<file path="src/rtl/timer_ctrl_pkg.sv">
// Shared definitions for the programmable timer.
//   - register addresses on the 2-bit I/O select
//   - overflow/reload state encoding
//   - TAC tap-select table mapping tac[1:0] to a divider bit
package timer_ctrl_pkg;

   localparam logic [1:0] ADDR_DIV  = 2'd0;
   localparam logic [1:0] ADDR_TIMA = 2'd1;
   localparam logic [1:0] ADDR_TMA  = 2'd2;
   localparam logic [1:0] ADDR_TAC  = 2'd3;

   typedef enum logic [1:0] {
      StRun    = 2'd0,
      StOvf    = 2'd1,
      StReload = 2'd2
   } timer_state_e;

   // Divider bit watched by TIMA for each TAC rate select.
   function automatic logic [3:0] tac_tap(input logic [1:0] sel);
      logic [3:0] bit_idx;
      case (sel)
         2'b00:   bit_idx = 4'd9;
         2'b01:   bit_idx = 4'd3;
         2'b10:   bit_idx = 4'd5;
         default: bit_idx = 4'd7;
      endcase
      return bit_idx;
   endfunction

endpackage

</file>
<file path="src/rtl/timer_ctrl_div.sv">
// Free-running 16-bit divider with synchronous clear, plus the TAC-selected,
// enable-gated tap that feeds the TIMA edge detector.
// Ports:
//   clk     in   system clock
//   rst_n   in   asynchronous active-low reset
//   clr     in   synchronous clear (DIV register write)
//   tac     in   [2]=enable, [1:0]=tap select
//   div_hi  out  upper divider byte, as seen by DIV reads
//   sig     out  tac[2] & divider[selected tap]
module timer_ctrl_div
   import timer_ctrl_pkg::*;
(
   input  logic       clk,
   input  logic       rst_n,
   input  logic       clr,
   input  logic [2:0] tac,
   output logic [7:0] div_hi,
   output logic       sig
);

   logic [15:0] cnt_q, cnt_d;

   always_comb begin
      cnt_d = clr ? 16'h0000 : cnt_q + 16'h0001;
   end

   always_ff @(posedge clk or negedge rst_n) begin
      if (!rst_n) begin
         cnt_q <= 16'h0000;
      end else begin
         cnt_q <= cnt_d;
      end
   end

   assign div_hi = cnt_q[15:8];
   assign sig    = tac[2] & cnt_q[tac_tap(tac[1:0])];

endmodule

</file>
<file path="src/rtl/timer_ctrl.sv">
// CPU-visible programmable timer: DIV, TIMA, TMA and TAC byte registers.
// TIMA counts falling edges of a TAC-selected divider tap. On overflow TIMA
// reads 00 for RELOAD_DELAY clocks, then reloads from TMA and pulses irq.
// Ports:
//   clk      in   system clock
//   rst_n    in   asynchronous active-low reset
//   addr     in   register select: 0=DIV 1=TIMA 2=TMA 3=TAC
//   wr_en    in   write strobe, sampled on the rising edge
//   wr_data  in   write data
//   rd_data  out  combinational read of the selected register
//   irq      out  one-clock timer interrupt pulse
module timer_ctrl
   import timer_ctrl_pkg::*;
#(
   parameter int unsigned RELOAD_DELAY = 4
) (
   input  logic       clk,
   input  logic       rst_n,
   input  logic [1:0] addr,
   input  logic       wr_en,
   input  logic [7:0] wr_data,
   output logic [7:0] rd_data,
   output logic       irq
);

   localparam int unsigned     DlyW    = (RELOAD_DELAY > 1) ? $clog2(RELOAD_DELAY) : 1;
   localparam logic [DlyW-1:0] DlyInit = DlyW'(RELOAD_DELAY - 1);

   timer_state_e    state_q, state_d;
   logic [DlyW-1:0] dly_q, dly_d;
   logic [7:0]      tima_q, tima_d;
   logic [7:0]      tma_q, tma_d;
   logic [2:0]      tac_q, tac_d;
   logic            irq_q, irq_d;
   logic            sig_q;

   logic       sig;
   logic       tick;
   logic [7:0] div_hi;
   logic       wr_div, wr_tima, wr_tma, wr_tac;

   assign wr_div  = wr_en && (addr == ADDR_DIV);
   assign wr_tima = wr_en && (addr == ADDR_TIMA);
   assign wr_tma  = wr_en && (addr == ADDR_TMA);
   assign wr_tac  = wr_en && (addr == ADDR_TAC);

   timer_ctrl_div u_div (
      .clk    (clk),
      .rst_n  (rst_n),
      .clr    (wr_div),
      .tac    (tac_q),
      .div_hi (div_hi),
      .sig    (sig)
   );

   // Falling edge of the gated tap. A DIV clear, tap change or disable while
   // the tap is high also counts as an edge.
   assign tick = sig_q & ~sig;

   always_comb begin
      state_d = state_q;
      dly_d   = dly_q;
      tima_d  = tima_q;
      tma_d   = wr_tma ? wr_data : tma_q;
      tac_d   = wr_tac ? wr_data[2:0] : tac_q;
      irq_d   = 1'b0;

      case (state_q)
         StRun: begin
            // A TIMA write beats a coincident tick.
            if (wr_tima) begin
               tima_d = wr_data;
            end else if (tick) begin
               if (tima_q == 8'hFF) begin
                  tima_d  = 8'h00;
                  dly_d   = DlyInit;
                  state_d = StOvf;
               end else begin
                  tima_d = tima_q + 8'h01;
               end
            end
         end
         StOvf: begin
            if (wr_tima) begin
               // CPU write cancels the pending reload and interrupt.
               tima_d  = wr_data;
               state_d = StRun;
            end else if (dly_q == '0) begin
               // Reload uses TMA including a same-cycle TMA write.
               tima_d  = tma_d;
               irq_d   = 1'b1;
               state_d = StReload;
            end else begin
               dly_d = dly_q - DlyW'(1);
            end
         end
         StReload: begin
            // TIMA already holds TMA; a TMA write here lands in both.
            if (wr_tma) begin
               tima_d = wr_data;
            end
            state_d = StRun;
         end
         default: begin
            state_d = StRun;
         end
      endcase
   end

   always_ff @(posedge clk or negedge rst_n) begin
      if (!rst_n) begin
         state_q <= StRun;
         dly_q   <= '0;
         tima_q  <= 8'h00;
         tma_q   <= 8'h00;
         tac_q   <= 3'b000;
         irq_q   <= 1'b0;
         sig_q   <= 1'b0;
      end else begin
         state_q <= state_d;
         dly_q   <= dly_d;
         tima_q  <= tima_d;
         tma_q   <= tma_d;
         tac_q   <= tac_d;
         irq_q   <= irq_d;
         sig_q   <= sig;
      end
   end

   always_comb begin
      rd_data = 8'h00;
      case (addr)
         ADDR_DIV:  rd_data = div_hi;
         ADDR_TIMA: rd_data = tima_q;
         ADDR_TMA:  rd_data = tma_q;
         default:   rd_data = {5'b11111, tac_q};
      endcase
   end

   assign irq = irq_q;

endmodule

</file>
<file path="config.mk">
export PLATFORM = sky130hd
export DESIGN_NAME = timer_ctrl
export DESIGN_NICKNAME = d
export VERILOG_FILES = /design/src/rtl/timer_ctrl_pkg.sv /design/src/rtl/timer_ctrl_div.sv /design/src/rtl/timer_ctrl.sv
export SDC_FILE = /design/constraint.sdc
export NUM_CORES = 1
export LEC_CHECK = 0
export CAP_MARGIN = 10
export CORE_ASPECT_RATIO = 0.9
export CORE_MARGIN = 2
export CORE_UTILIZATION = 47
export CTS_CLUSTER_SIZE = 24
export DETAILED_ROUTE_END_ITERATION = 8
export HOLD_SLACK_MARGIN = 0.08
export PLACE_DENSITY = 0.73
export SLEW_MARGIN = 10
export SYNTH_ARGS = -nofsm -noshare
export SYNTH_HDL_FRONTEND = slang
export SYNTH_SLANG_ARGS = --single-unit
</file>
<file path="constraint.sdc">
create_clock -name clk -period 3.79 [get_ports clk]
set_input_delay 0.5685 -clock clk [delete_from_list [all_inputs] [get_ports clk]]
set_output_delay 0.5685 -clock clk [all_outputs]
set_load 0.005 [all_outputs]
</file>
# Word level (Yosys, flattened, before mapping)
# Index checks and enable logic that the tools add are counted.
[word_totals] regBits=41 elab_cells=72 inputBits=13 out_inout_bits=9
[op_classes] muxes=28 add_sub_neg=3 order_cmp=1 eq_ne=16 bitwise=3 n_reduce_logical=13
[op_table] op="$mux W8" n=7
[op_table] op="$pmux W8 S3" n=2
[op_table] op="$mux W2" n=10
[op_table] op="$add A16 B1 Y16 const B" n=1
[op_table] op="$mux W16" n=1
[op_table] op="$ne A2 B2 Y1 const B" n=6
[op_table] op="$pmux W4 S3" n=1
[op_table] op="$add A8 B1 Y8 const B" n=1
[op_table] op="$eq A2 B2 Y1 const B" n=4
[op_table] op="$eq A8 B8 Y1 const B" n=1
[op_table] op="$logic_not A2 Y1" n=4
[op_table] op="$pmux W2 S2" n=2
[op_table] op="$reduce_and A4 Y1" n=2
[op_table] op="$eq A2 B1 Y1 const B" n=3
[op_table] op="$ne A3 B3 Y1 const B" n=2
[op_table] op="$reduce_and A6 Y1" n=1
[op_table] op="$lt A4 B5 Y1 const B" n=1
[op_table] op="$bmux W1 S4" n=1
[op_table] op="$logic_and A1 B1 Y1" n=4
[op_table] op="$mux W1" n=4
[op_table] op="$reduce_bool A3 Y1" n=1
[op_table] op="$and A1 B1 Y1" n=2
[op_table] op="$reduce_bool A2 Y1" n=1
[op_table] op="$sub A2 B1 Y2 const B" n=1
[op_table] op="$not A1 Y1" n=1

# Logic depth before layout (Yosys ltp)
[logic_depth] depth_word=10 ltp_mapped=8 ltp_nobuf=7

# Modules after synthesis
# From an unflattened synthesis, not the netlist that was laid out.
[hier_totals] cells_unflattened=285 hier_area_um2=2720.1
[modules_own_cells] module="timer_ctrl" cells_each=200 area_per_inst_um2=1855.5 seq_area_each_um2=625.6 n_inst=1
[modules_own_cells] module="timer_ctrl_div" cells_each=85 area_per_inst_um2=864.6 seq_area_each_um2=400.4 n_inst=1

# Worst setup path after synthesis
# OpenSTA, ideal clock, no wires.
[synth_path] kind="input port to output port" from="in addr[1]" to="out rd_data[0]" t_arrival_ns=1.576 path_slack_ns=1.645 path_buffers=2 required_time_ns=3.222 path_stages=3 cell_sequence="buf_2 clkbuf_1 mux4_2"
[synth_via] elab_chain_len=2 elab_cells_between_ends=4 classes_between="2 x eq/ne; 1 x mux; 1 x reduce/logical"
[synth_lines] item="start, declared" line="timer_ctrl.sv:19" source="input logic [1:0] addr,"
[synth_lines] item="$eq A2 B2 Y1, or another cell as far along" line="timer_ctrl.sv:132" source="case (addr)"
[synth_lines] item="$pmux W8 S3 *" line="timer_ctrl.sv:132"
[synth_lines] item="end, declared" line="timer_ctrl.sv:22" source="output logic [7:0] rd_data,"
# Mark *: on every way between the ends. The rest lies on a longest branch, timed or not.

# Final worst setup path
[layout_path] from="in addr[0]" to="out rd_data[1]"
# The elaborated chain is that of the path after synthesis.

==> metrics.md <==
| Metric | Value |
|---|---|
| Status | `finished clean` |
| Vias/cell | `5.98` |
| Core Footprint | `0.00495 mm^2` |
| Overall Global Routing Usage | `20.7%` |
| Root Buffer | `clkbuf_8` |
| GPL Wtd Cong | `0.832` |
| Ports | `22` |
| DIE AREA | `0.00582 mm^2` |
| Largest net degree at the start of global routing | `42` |
| CTS tree | `built` |
| Clk slew on worst S/H paths | `roughly 0.080 ns` |
| Routed Wire Length | `5540 um` |
| Post-DP Area | `0.00271 mm^2` |
| Layout Skew | `0.00819 ns` |
| DR WL/cell | `17.2 um` |
| Starting DRT DRC Count | `181` |
| Port buffer count | `21` |
| Post-cts sizing count | `0` |
| Post-route setup TNS | `0 ns` |
| Peak VDD IR | `0.000301 V` |
| Crit end category | `primary output` |
| Arrival @ worst endpoint | `2.54 ns` |
| Slew @ Worst Pin | `0.900 ns` |
| Cell area after layout | `0.00280 mm^2` |
| Clock Power Share | `18.4%` |
| PnR worst setup slack | `0.686 ns` |
| Flop pwr share | `43.5%` |
| Most frequent cells in the layout | `41 x dfrtp_1, 20 x nor2_1, 20 x clkdlybuf4s50_1, 17 x nand2_1, 16 x mux2_2` |
| Layout area overhead | `13.8%` |
| Post-synth top flop | `dfrtp_1` |
| RSZ-0062 raised after global routing | `false` |
| Normalized max-slew margin | `between 30% and 40%` |
| Final critical-path required period | `3.10 ns` |
| Crit. Startpoint | `addr[0]` |
| Dpl ws | `roughly 0.67 ns` |
| Initial Util | `49.6%` |
| Total net switching power | `561 uW` |
| FMAX | `322 MHz` |
| Hold WC Path Type | `input pin to asynchronous set/reset pin` |
| RR Startpoint | `u_div.cnt_q[9]` |
| Layout cell share with drive strength beyond 1 | `between 15 and 20%` |
| Clock sinks | `41` |
| Post-synth EDFFs | `0` |
| Async SR Flop Fraction | `100%` |
| Residual DRC | `0` |
| Syn. warnings | `0` |
| Slew Viols, Final | `0` |
| Ant diodes | `0` |
| Period utilization | `81.9%` |
| Overall die height | `72.6 um` |
| 1st-pass router iterations | `4` |
| Net Sw Frac | `a little under two fifths` |
| Most common cell after layout, fill and taps aside | `dfrtp_1` |
| Hold-fix buffers, CTS | `0` |
| Power Density | `538 mW/mm^2` |
| Critical path startpoint category | `input pin` |
| Antenna violations before repair | `0` |
| Die Wd | `80.2 um` |
| Post-detail-place hpwl | `3920 um` |
| Final Hold Viols | `0` |
| Syn Area/Cell | `10.4 um^2` |
| Post-CTS Setup Inserts | `0` |
| Vias in the first global route | `1832` |
| Finish-stage setup viols | `0` |
| Combinational power share | `38.1%` |
| Post-Syn Instances | `approximately 240` |
| Cell variety after synth | `50` |
| Critical Path RT | `3.22 ns` |
| Row Count | `24` |
| CP max FO | `15` |
| Clock Tree Buf Depth | `2` |
| Clock Latency Late Sink | `0.29 ns` |
| Critical path class | `input pin to primary output` |
| Remaining Overflow, GRT | `0` |
| Register bit total from synthesis | `a little over 40` |
| Layout Utilization | `between 50% and 60%` |
| Fillers | `456` |
| Leak pwr | `0.00119 uW` |
| Int Power | `943 uW` |
| Cell area after synthesis | `0.00246 mm^2` |
| Part of the Yosys area used for sequential elements | `41.8%` |
| DR vias | `1933` |
| Post-route ant nets | `0` |
| Fin cells | `323` |
| Max cap viols | `0` |
| H-tree lvl count | `2` |
| First-pass GRT wire length | `9320 um` |
| # nets final | `277` |
| Syn Nets | `256` |
| Cell count after placement | `roughly 320` |
| Total CTS buffers | `5` |
-- logic make-up (layout without fill, tap and decap cells) --
| logic type | count (synthesis) | count (layout) | synth area share, % |
|---|---|---|---|
| simple gates | 75 | 75 | 15.4 |
| compound gates | 60 | 60 | 19.9 |
| flops | 41 | 41 | 41.8 |
| mux | 20 | 20 | 11.2 |
| buf+inv | 20 | 42 | 3.51 |
| xor+xnor | 13 | 13 | 4.64 |
| fa+ha+maj | 7 | 7 | 3.57 |
-- power by group through the flow --
stage	clock network, uW	registers (uW)	logic (uW)
after floorplan	0	622	436
after CTS	281	651	569
final	277	654	573
after detailed placement	0	660	566
after global placement	0	656	551
after global routing	304	669	638
-- layer usage --
| layer | routed length (um) | vias up | share of wire [%] | GRT usage, % |
|---|---|---|---|---|
| met5 | 0 | - | 0 | 0 |
| met2 | 2560 | 63 | 46 | 30.7 |
| li1 | - | 916 | - | - |
| met3 | 345 | 6 | 6.2 | 3.34 |
| met1 | 2590 | 948 | 47 | 31.9 |
| met4 | 45 | 0 | 0.81 | 4.90 |
-- worst max-delay path, cell delays in order --
cell             delay (ns)
clkdlybuf4s50_1        0.86
mux4_1                 0.64
clkdlybuf4s50_1        0.46
-- cell type report --
type                            count  area, um^2  area share (%)
Inverter                           11        41.3            1.48
Timing Repair Buffer               23         220            7.88
Clock inverter                      2        10.0           0.358
Multi-Input combinational cell    175        1340            48.1
Tap cell                           65        81.3            2.91
Sequential cell                    41        1030            36.7
Clock buffer                        6        72.6            2.60
-- synthesized netlist by cell type, types with 2 or more instances --
cell type	number	area share, %
dfrtp_1	41	42
nor2_1	20	3.1
nand2_1	17	2.6
mux2_2	16	7.3
a21oi_1	14	2.9
nand3_1	12	2.4
inv_1	11	1.7
xor2_1	11	3.9
a221oi_1	8	2.9
ha_1	7	3.6
o21ai_0	7	1.4
clkbuf_1	5	0.76
nand4_1	5	1.3
o22a_1	5	1.8
or3_1	5	1.3
o31ai_2	4	2.0
buf_2	3	0.61
mux4_2	3	2.8
nor3_1	3	0.61
o21a_1	3	0.92
a211oi_1	2	0.61
a22o_1	2	0.71
a31oi_1	2	0.51
and3_1	2	0.51
nand3b_1	2	0.61
xnor2_1	2	0.71
-- path summary, 6_finish.rpt --
| kind | end | slack [ns] | depth (start not counted) |
|---|---|---|---|
| max reg2reg | tima_q[3] | 1.63 | 5 |
| max in group asynchronous | tma_q[2] | 2.82 | 1 |
| min reg2reg | u_div.cnt_q[0] | 0.47 | 1 |
| min | irq | 0.40 | 1 |
| min in group clk | u_div.cnt_q[0] | 0.47 | 1 |
| max | rd_data[1] | 0.69 | 3 |
-- flip-flops by register name, indices dropped and copies added (netlist names) --
| name | flops |
|---|---|
| tac_q | 3 |
| dly_q | 2 |
| tma_q | 8 |
| state_q | 2 |
| sig_q | 1 |
| tima_q | 8 |
| u_div.cnt_q | 16 |
| irq | 1 |
-- per-stage QoR --
stage                     total power (uW)  hold slack (ns)
after floorplan                       1060            0.273
after global placement                1210            0.456
after detailed placement              1230            0.463
after CTS                             1500            0.448
after global routing                  1610            0.482
final                                 1500            0.403
(Power assumes the default switching activity.)
